## src/rtl/fb_write_arbiter.sv

```systemverilog
// rtl/fb_write_arbiter.sv - frame-buffer write arbiter: Painter/CPU/clear sequencer with main/special decode
// Optional macro ARB_FIXED_PRIO_EN: Painter always wins contention instead of round-robin.
module fb_write_arbiter #(
    parameter int ADDR_W    = 16,
    parameter int MAIN_SIZE = 36800,
    parameter int SPEC_SIZE = 1600,
    parameter int SPEC_W    = 11
) (
    input  logic              clk,
    input  logic              reset,
    input  logic              p_req,
    input  logic [ADDR_W-1:0] p_addr,
    input  logic [2:0]        p_data,
    output logic              p_ack,
    input  logic              c_req,
    input  logic [ADDR_W-1:0] c_addr,
    input  logic [2:0]        c_data,
    output logic              c_ack,
    input  logic              clr_start,
    input  logic [2:0]        clr_color,
    output logic              clr_busy,
    output logic              main_we,
    output logic [ADDR_W-1:0] main_addr,
    output logic [2:0]        main_data,
    output logic              spec_we,
    output logic [SPEC_W-1:0] spec_addr,
    output logic [2:0]        spec_data,
    output logic              err_oob
);

    localparam logic [ADDR_W-1:0] MAIN_END  = ADDR_W'(MAIN_SIZE);
    localparam logic [ADDR_W-1:0] TOTAL_END = ADDR_W'(MAIN_SIZE + SPEC_SIZE);
    localparam logic [ADDR_W-1:0] LAST_CNT  = ADDR_W'(MAIN_SIZE + SPEC_SIZE - 1);

    typedef enum logic {IDLE, CLEAR} state_t;

    state_t            state;
    logic [ADDR_W-1:0] cnt;
    logic [2:0]        clr_col;
    logic              p_win;
    logic              open;
    logic              wr_valid;
    logic [ADDR_W-1:0] wr_addr;
    logic [2:0]        wr_data;
    logic              hit_main;
    logic              hit_spec;
    logic              hit_oob;
    logic [SPEC_W-1:0] spec_off;

`ifdef ARB_FIXED_PRIO_EN
    assign p_win = 1'b1;
`else
    logic last_cpu;
    // Painter wins a tie only when the CPU was served most recently.
    assign p_win = last_cpu;
`endif

    always_comb begin
        open  = reset && (state == IDLE) && !clr_start;
        p_ack = open && p_req && (!c_req || p_win);
        c_ack = open && c_req && (!p_req || !p_win);
    end

    always_comb begin
        wr_valid = 1'b0;
        wr_addr  = p_addr;
        wr_data  = p_data;
        if (state == CLEAR) begin
            wr_valid = 1'b1;
            wr_addr  = cnt;
            wr_data  = clr_col;
        end else if (p_ack) begin
            wr_valid = 1'b1;
        end else if (c_ack) begin
            wr_valid = 1'b1;
            wr_addr  = c_addr;
            wr_data  = c_data;
        end
    end

    always_comb begin
        hit_main = wr_valid && (wr_addr < MAIN_END);
        hit_spec = wr_valid && !hit_main && (wr_addr < TOTAL_END);
        hit_oob  = wr_valid && (wr_addr >= TOTAL_END);
        spec_off = SPEC_W'(wr_addr - MAIN_END);
    end

    always_ff @(posedge clk) begin
        if (!reset) begin
            state     <= IDLE;
            cnt       <= '0;
            clr_col   <= '0;
            clr_busy  <= 1'b0;
            main_we   <= 1'b0;
            main_addr <= '0;
            main_data <= '0;
            spec_we   <= 1'b0;
            spec_addr <= '0;
            spec_data <= '0;
            err_oob   <= 1'b0;
`ifndef ARB_FIXED_PRIO_EN
            last_cpu  <= 1'b1;
`endif
        end else begin
            main_we <= hit_main;
            spec_we <= hit_spec;
            if (hit_main) begin
                main_addr <= wr_addr;
                main_data <= wr_data;
            end
            if (hit_spec) begin
                spec_addr <= spec_off;
                spec_data <= wr_data;
            end
            if (hit_oob) begin
                err_oob <= 1'b1;
            end
`ifndef ARB_FIXED_PRIO_EN
            if (p_ack) begin
                last_cpu <= 1'b0;
            end else if (c_ack) begin
                last_cpu <= 1'b1;
            end
`endif
            case (state)
                IDLE: begin
                    if (clr_start) begin
                        state    <= CLEAR;
                        cnt      <= '0;
                        clr_col  <= clr_color;
                        clr_busy <= 1'b1;
                    end
                end
                CLEAR: begin
                    if (cnt == LAST_CNT) begin
                        state    <= IDLE;
                        cnt      <= '0;
                        clr_busy <= 1'b0;
                    end else begin
                        cnt <= cnt + 1'b1;
                    end
                end
                default: state <= IDLE;
            endcase
        end
    end

endmodule

```

## config.mk

```make
export PLATFORM = sky130hd
export DESIGN_NAME = fb_write_arbiter
export DESIGN_NICKNAME = d
export VERILOG_FILES = /design/src/rtl/fb_write_arbiter.sv
export SDC_FILE = /design/constraint.sdc
export NUM_CORES = 1
export LEC_CHECK = 0
export BUFFER_PORTS_ARGS = -buffer_cell sky130_fd_sc_hd__buf_2
export CAP_MARGIN = 5
export CORE_MARGIN = 3
export CORE_UTILIZATION = 55
export DETAILED_ROUTE_END_ITERATION = 10
export HOLD_SLACK_MARGIN = 0.08
export PLACE_DENSITY = 0.87
export SETUP_SLACK_MARGIN = 0.1
export SLEW_MARGIN = 20
export SYNTH_ARGS = -nofsm -noshare
export SYNTH_HDL_FRONTEND = slang
export SYNTH_SLANG_ARGS = --single-unit
```

## constraint.sdc

```tcl
create_clock -name clk -period 5.88 [get_ports clk]
set_input_delay 1.764 -clock clk [delete_from_list [all_inputs] [get_ports clk]]
set_output_delay 1.764 -clock clk [all_outputs]
set_load 0.1 [all_outputs]
```

# After elaboration in Yosys (flattened, before gate mapping)
# Cells that the tools add are included.
dict set report word_totals {
  regBits 58
}
dict set report op_classes {
  addsub 2
  n_lt_le_gt_ge 3
  eq_ne 3
  muxes 20
  bitwise_logic 1
  reduce_logical 20
}
# cell count
set op_table {}
lappend op_table {{two-way mux 16 bit} 5}
lappend op_table {{< comparator 16 bit, second input constant} 2}
lappend op_table {{case mux 16 bit (2 select lines)} 1}
lappend op_table {{adder 16 x 1 -> 16 bit, second input constant} 1}
lappend op_table {{equality test 16 bit, second input constant} 1}
lappend op_table {{greater-or-equal comparator 16 bit, second input constant} 1}
lappend op_table {{subtractor 11 bit, second input constant} 1}
lappend op_table {{logical AND 1 bit} 10}
lappend op_table {{two-way mux 1 bit} 9}
lappend op_table {{two-way mux 3 bit} 3}
lappend op_table {{logical NOT 1 bit} 5}
lappend op_table {{case mux 1 bit (2 select lines)} 2}
lappend op_table {{AND reduction 2 bit} 2}
lappend op_table {{logical OR 1 bit} 2}
lappend op_table {{!= test 2 x 1 -> 1 bit, second input constant} 1}
lappend op_table {{!= test 2 bit, second input constant} 1}
lappend op_table {{nonzero test 2 bit} 1}
lappend op_table {{inverter 1 bit} 1}

# Longest topological paths before layout
dict set report depth {
  depth_word 13
  ltp_mapped 14
  mapped_depth_nobuf 10
}

# Worst setup path after synthesis
# No wires, ideal clock.
dict set report synth_timing {
  kind {input port to output port}
  start {input reset}
  end {output p_ack}
  arrival_ns 3.187
  required_ns 4.116
  setup_slack_ns 0.929
  cell_stages 4
  path_buffers 2
  path_cell_list {buf_2 -> nor3b_4 -> buf_2 -> and3_1}
}
dict set report synth_via {
  elab_chain_cells 4
}
# item line
set synth_lines {}
lappend synth_lines {{start: declaration} 10} ;# input logic reset,
lappend synth_lines {{logical AND 1 bit (2 in series)} 59} ;# open = reset && (state == IDLE) && !clr_start;
lappend synth_lines {{logical AND 1 bit (2 in series)} 60} ;# p_ack = open && p_req && (!c_req || p_win);
lappend synth_lines {{end: declaration} 14} ;# output logic p_ack,
# No other way between the ends.

# Final worst setup path
dict set report layout_timing {
  start {input clr_start}
  end {output c_ack}
}
dict set report layout_via {
  elab_chain_cells 4
}
# item line
set layout_lines {}
lappend layout_lines {{start: declaration} 19} ;# input logic clr_start,
lappend layout_lines {{logical NOT 1 bit} 59}
lappend layout_lines {{logical AND 1 bit} 59}
lappend layout_lines {{logical AND 1 bit (2 in series)} 61} ;# c_ack = open && c_req && (!p_req || !p_win);
lappend layout_lines {{end: declaration} 18} ;# output logic c_ack,
# No other way between the ends.

==> results.tsv <==
stage	metric	value	unit
worst_setup_path	startpoint type of the worst setup path	input port	
worst_setup_path	critical path type	input port to output port	
clocking	setup bufs post-CTS	0	
placed_design	post-placement cell count	506	
timing	Hold WS	458	ps
routing	via/cell ratio	5.66	
placed_design	Place WS	886	ps
pwr	total power	1.11	mW
floorplan	Ports	85	
synthesis	Yosys warnings	0	
synthesis	sequential area share after synthesis	38.3	%
worst_setup_path	CP max FO	16	
timing	Slew Viols, Final	0	
synthesis	Synth Register Bits	58	
clocking	CTS sink cnt	58	
synthesis	cell count after synthesis	372	
synthesis	top_reg_cell synth	dfxtp_1	
layout	Final Core Density	71.5	%
synthesis	distinct cell type count after synthesis	50	
hold_path	worst min path class	flop to flop	
grt	met2 Usage GRT	40.6	%
timing	Fmax	0.210	GHz
timing	clk_skew	7.27	ps
timing	setup TNS	0	ps
layout	ANT cells	0	
pwr	P_leak	1.78	nW
layout	Reg area	1160	sq um
timing	Fin. Hold Viols	0	
routing	DR vias	2947	
worst_setup_path	Worst setup EP type	output port	
clocking	worst skew pair latency	330	ps
clocking	TritonCTS buffer count	9	
pwr	peak supply drop	0.225	mV
layout	finished layout cell area	3720	sq um
placed_design	placer's final routability congestion estimate	0.835	
flow_run	maxcap violations	0	
synthesis	share of the synthesized area in the top cell type	38.3	%
routing	Total Wirelength	7820	um
grt	global route hottest layer	met2	
placed_design	DP HPWL	5660	um
synthesis	Post-synth EDFFs	0	
worst_setup_path	Crit path required time	4120	ps
timing	Slew HR	43.1	%
grt	global-route wire length before repair	12600	um
floorplan	row cnt	26	
synthesis	post-synth top area cell	dfxtp_1	
routing	first drt pass iteration count	5	
synthesis	Mapped Area	3030	sq um
floorplan	Initial Utilization	58.3	%
layout	most frequent cells in the layout	nand2_1 (86), buf_2 (83), dfxtp_1 (58), mux2i_1 (44), o21ai_0 (31)	
routing	Iteration-0 DRC Markers	199	
grt	met3 Track Usage GR	4.60	%
clocking	CTS tree	done	
clocking	Clock Path Buffers	2	
synthesis	synth top area cells	dfxtp_1 (38%), mux2i_1 (15%), nand2_1 (11%), o21ai_0 (5.1%), nor2_1 (2.0%)	
status	status	completed	
placed_design	post-place instance area	3480	sq um
layout	Final #Nets	496	
floorplan	die width	80.3	um
layout	footprint of the multi-input gates	1710	sq um
layout	most common cell after layout, fill and taps aside	nand2_1	
clocking	CTS clk-pin slew, worst paths	60	ps
timing	final setup margin	1120	ps
floorplan	die height	80.3	um
routing	Post-DRT Antenna Nets	0	
grt	global-route usage over all layers	24.9	%
pwr	Pwr per Cell Area	299	nW/um^2
clocking	# hold bufs at CTS	0	
synthesis	share of flip-flops with an asynchronous set or reset	0	%
timing	minimum clock period	4760	ps
worst_setup_path	crit path DAT	2990	ps
layout	Fill cells	397	
layout	share of layout cells above drive strength 1	24.6	%
synthesis	Syn Area/Cell	8.16	sq um
grt	largest net degree at the start of global routing	61	
routing	mean routed wirelength per cell	15.0	um
worst_setup_path	critical-path cell list	buf_2, nor3b_4, buf_4, nand2_2, inv_2, buf_12	
grt	vias in the first global route	2734	
clocking	CTS Root Cell	clkbuf_8	
synthesis	syn nets	421	
layout	Finished Layout Cells	521	
timing	Final Cycle Share	80.9	%
clocking	# resized after CTS	0	
layout	synthesis-to-layout area growth	22.6	%
floorplan	die area	6440	sq um
worst_setup_path	Critical Path Max Stage Delay	290	ps
clocking	H-tree Lvls	3	
timing	final setup fails	0	
floorplan	core area	5200	sq um
grt	grt met1 use	31.3	%
worst_setup_path	CP max-delay cell	nand2_2	
routing	DRC errors left	0	
placed_design	IO Port Bufs	84	
grt	initial antenna violation count	0	
timing	RSZ-0062 raised after global routing	false	
grt	GRT overflow	0	
timing	worst slew pin tran	843	ps
[sequential cells by signal, indices dropped and copies added, names as in the netlist]
signal	flops
cnt	16
main_addr	16
spec_addr	11
clr_col	3
main_data	3
spec_data	3
clr_busy	1
err_oob	1
last_cpu	1
main_we	1
spec_we	1
state	1
[layer usage]
layer	wire, um	share of wire [%]
met5	0	0
met2	3810	49
met3	564	7.2
met1	3240	41
met4	199	2.5
[where the power goes]
group          total [mW]  internal [mW]  switching, mW
combinational       0.243         0.0609          0.182
sequential          0.419          0.410        0.00967
clock               0.451          0.290          0.161
total                1.11          0.761          0.352
[path summary, 6_finish.rpt]
check / from / end / slack, ps / depth (start not counted)
min: spec_addr[8]$_SDFFE_PN0P_ / spec_addr[8]$_SDFFE_PN0P_ / 460 / 2
max: clr_start / c_ack / 1120 / 6
max reg2reg: state$_SDFF_PN0_ / main_data[1]$_SDFFE_PN0P_ / 2260 / 11
min reg2reg: spec_addr[8]$_SDFFE_PN0P_ / spec_addr[8]$_SDFFE_PN0P_ / 460 / 2
[cell type report]
type,instances,share of cell area (%)
Clock buffer,10,3.70
Clock inverter,5,2.76
Inverter,13,1.31
Multi-Input combinational cell,276,45.9
Sequential cell,58,31.2
Tap cell,70,2.35
Timing Repair Buffer,89,12.7
[worst max-delay path: cells and delay by family]
kind | cells | cell delay, ps
and+or+nand+nor | 2 | 450
buffers and inverters | 4 | 770
[kinds of logic after synthesis]
group / Yosys count / synth area share (%)
adder cells (fa/ha/maj): 3 / 1.24
multiplexers: 44 / 14.5
XOR/XNOR: 7 / 2.02
buffers and inverters: 38 / 5.53
AO/OA/AOI/OAI: 70 / 15.2
flip-flops: 58 / 38.3
AND/OR/NAND/NOR: 152 / 23.3
[cells in the mapped netlist, drive strengths merged, types with 2 or more instances]
master / n
nand2: 87
dfxtp: 58
mux2i: 44
o21ai: 32
nor2: 16
clkbuf: 14
inv: 13
buf: 11
nand3: 9
nand2b: 7
nor4: 7
a21oi: 6
a31oi: 5
and3: 5
xor2: 4
a21boi: 3
a221o: 3
a221oi: 3
ha: 3
nand4: 3
nor2b: 3
nor3: 3
o311ai: 3
o31ai: 3
or4: 3
xnor2: 3
a22o: 2
and2: 2
nor3b: 2
o211ai: 2
o22ai: 2
or3: 2
Power figures use the tool's default switching activity.
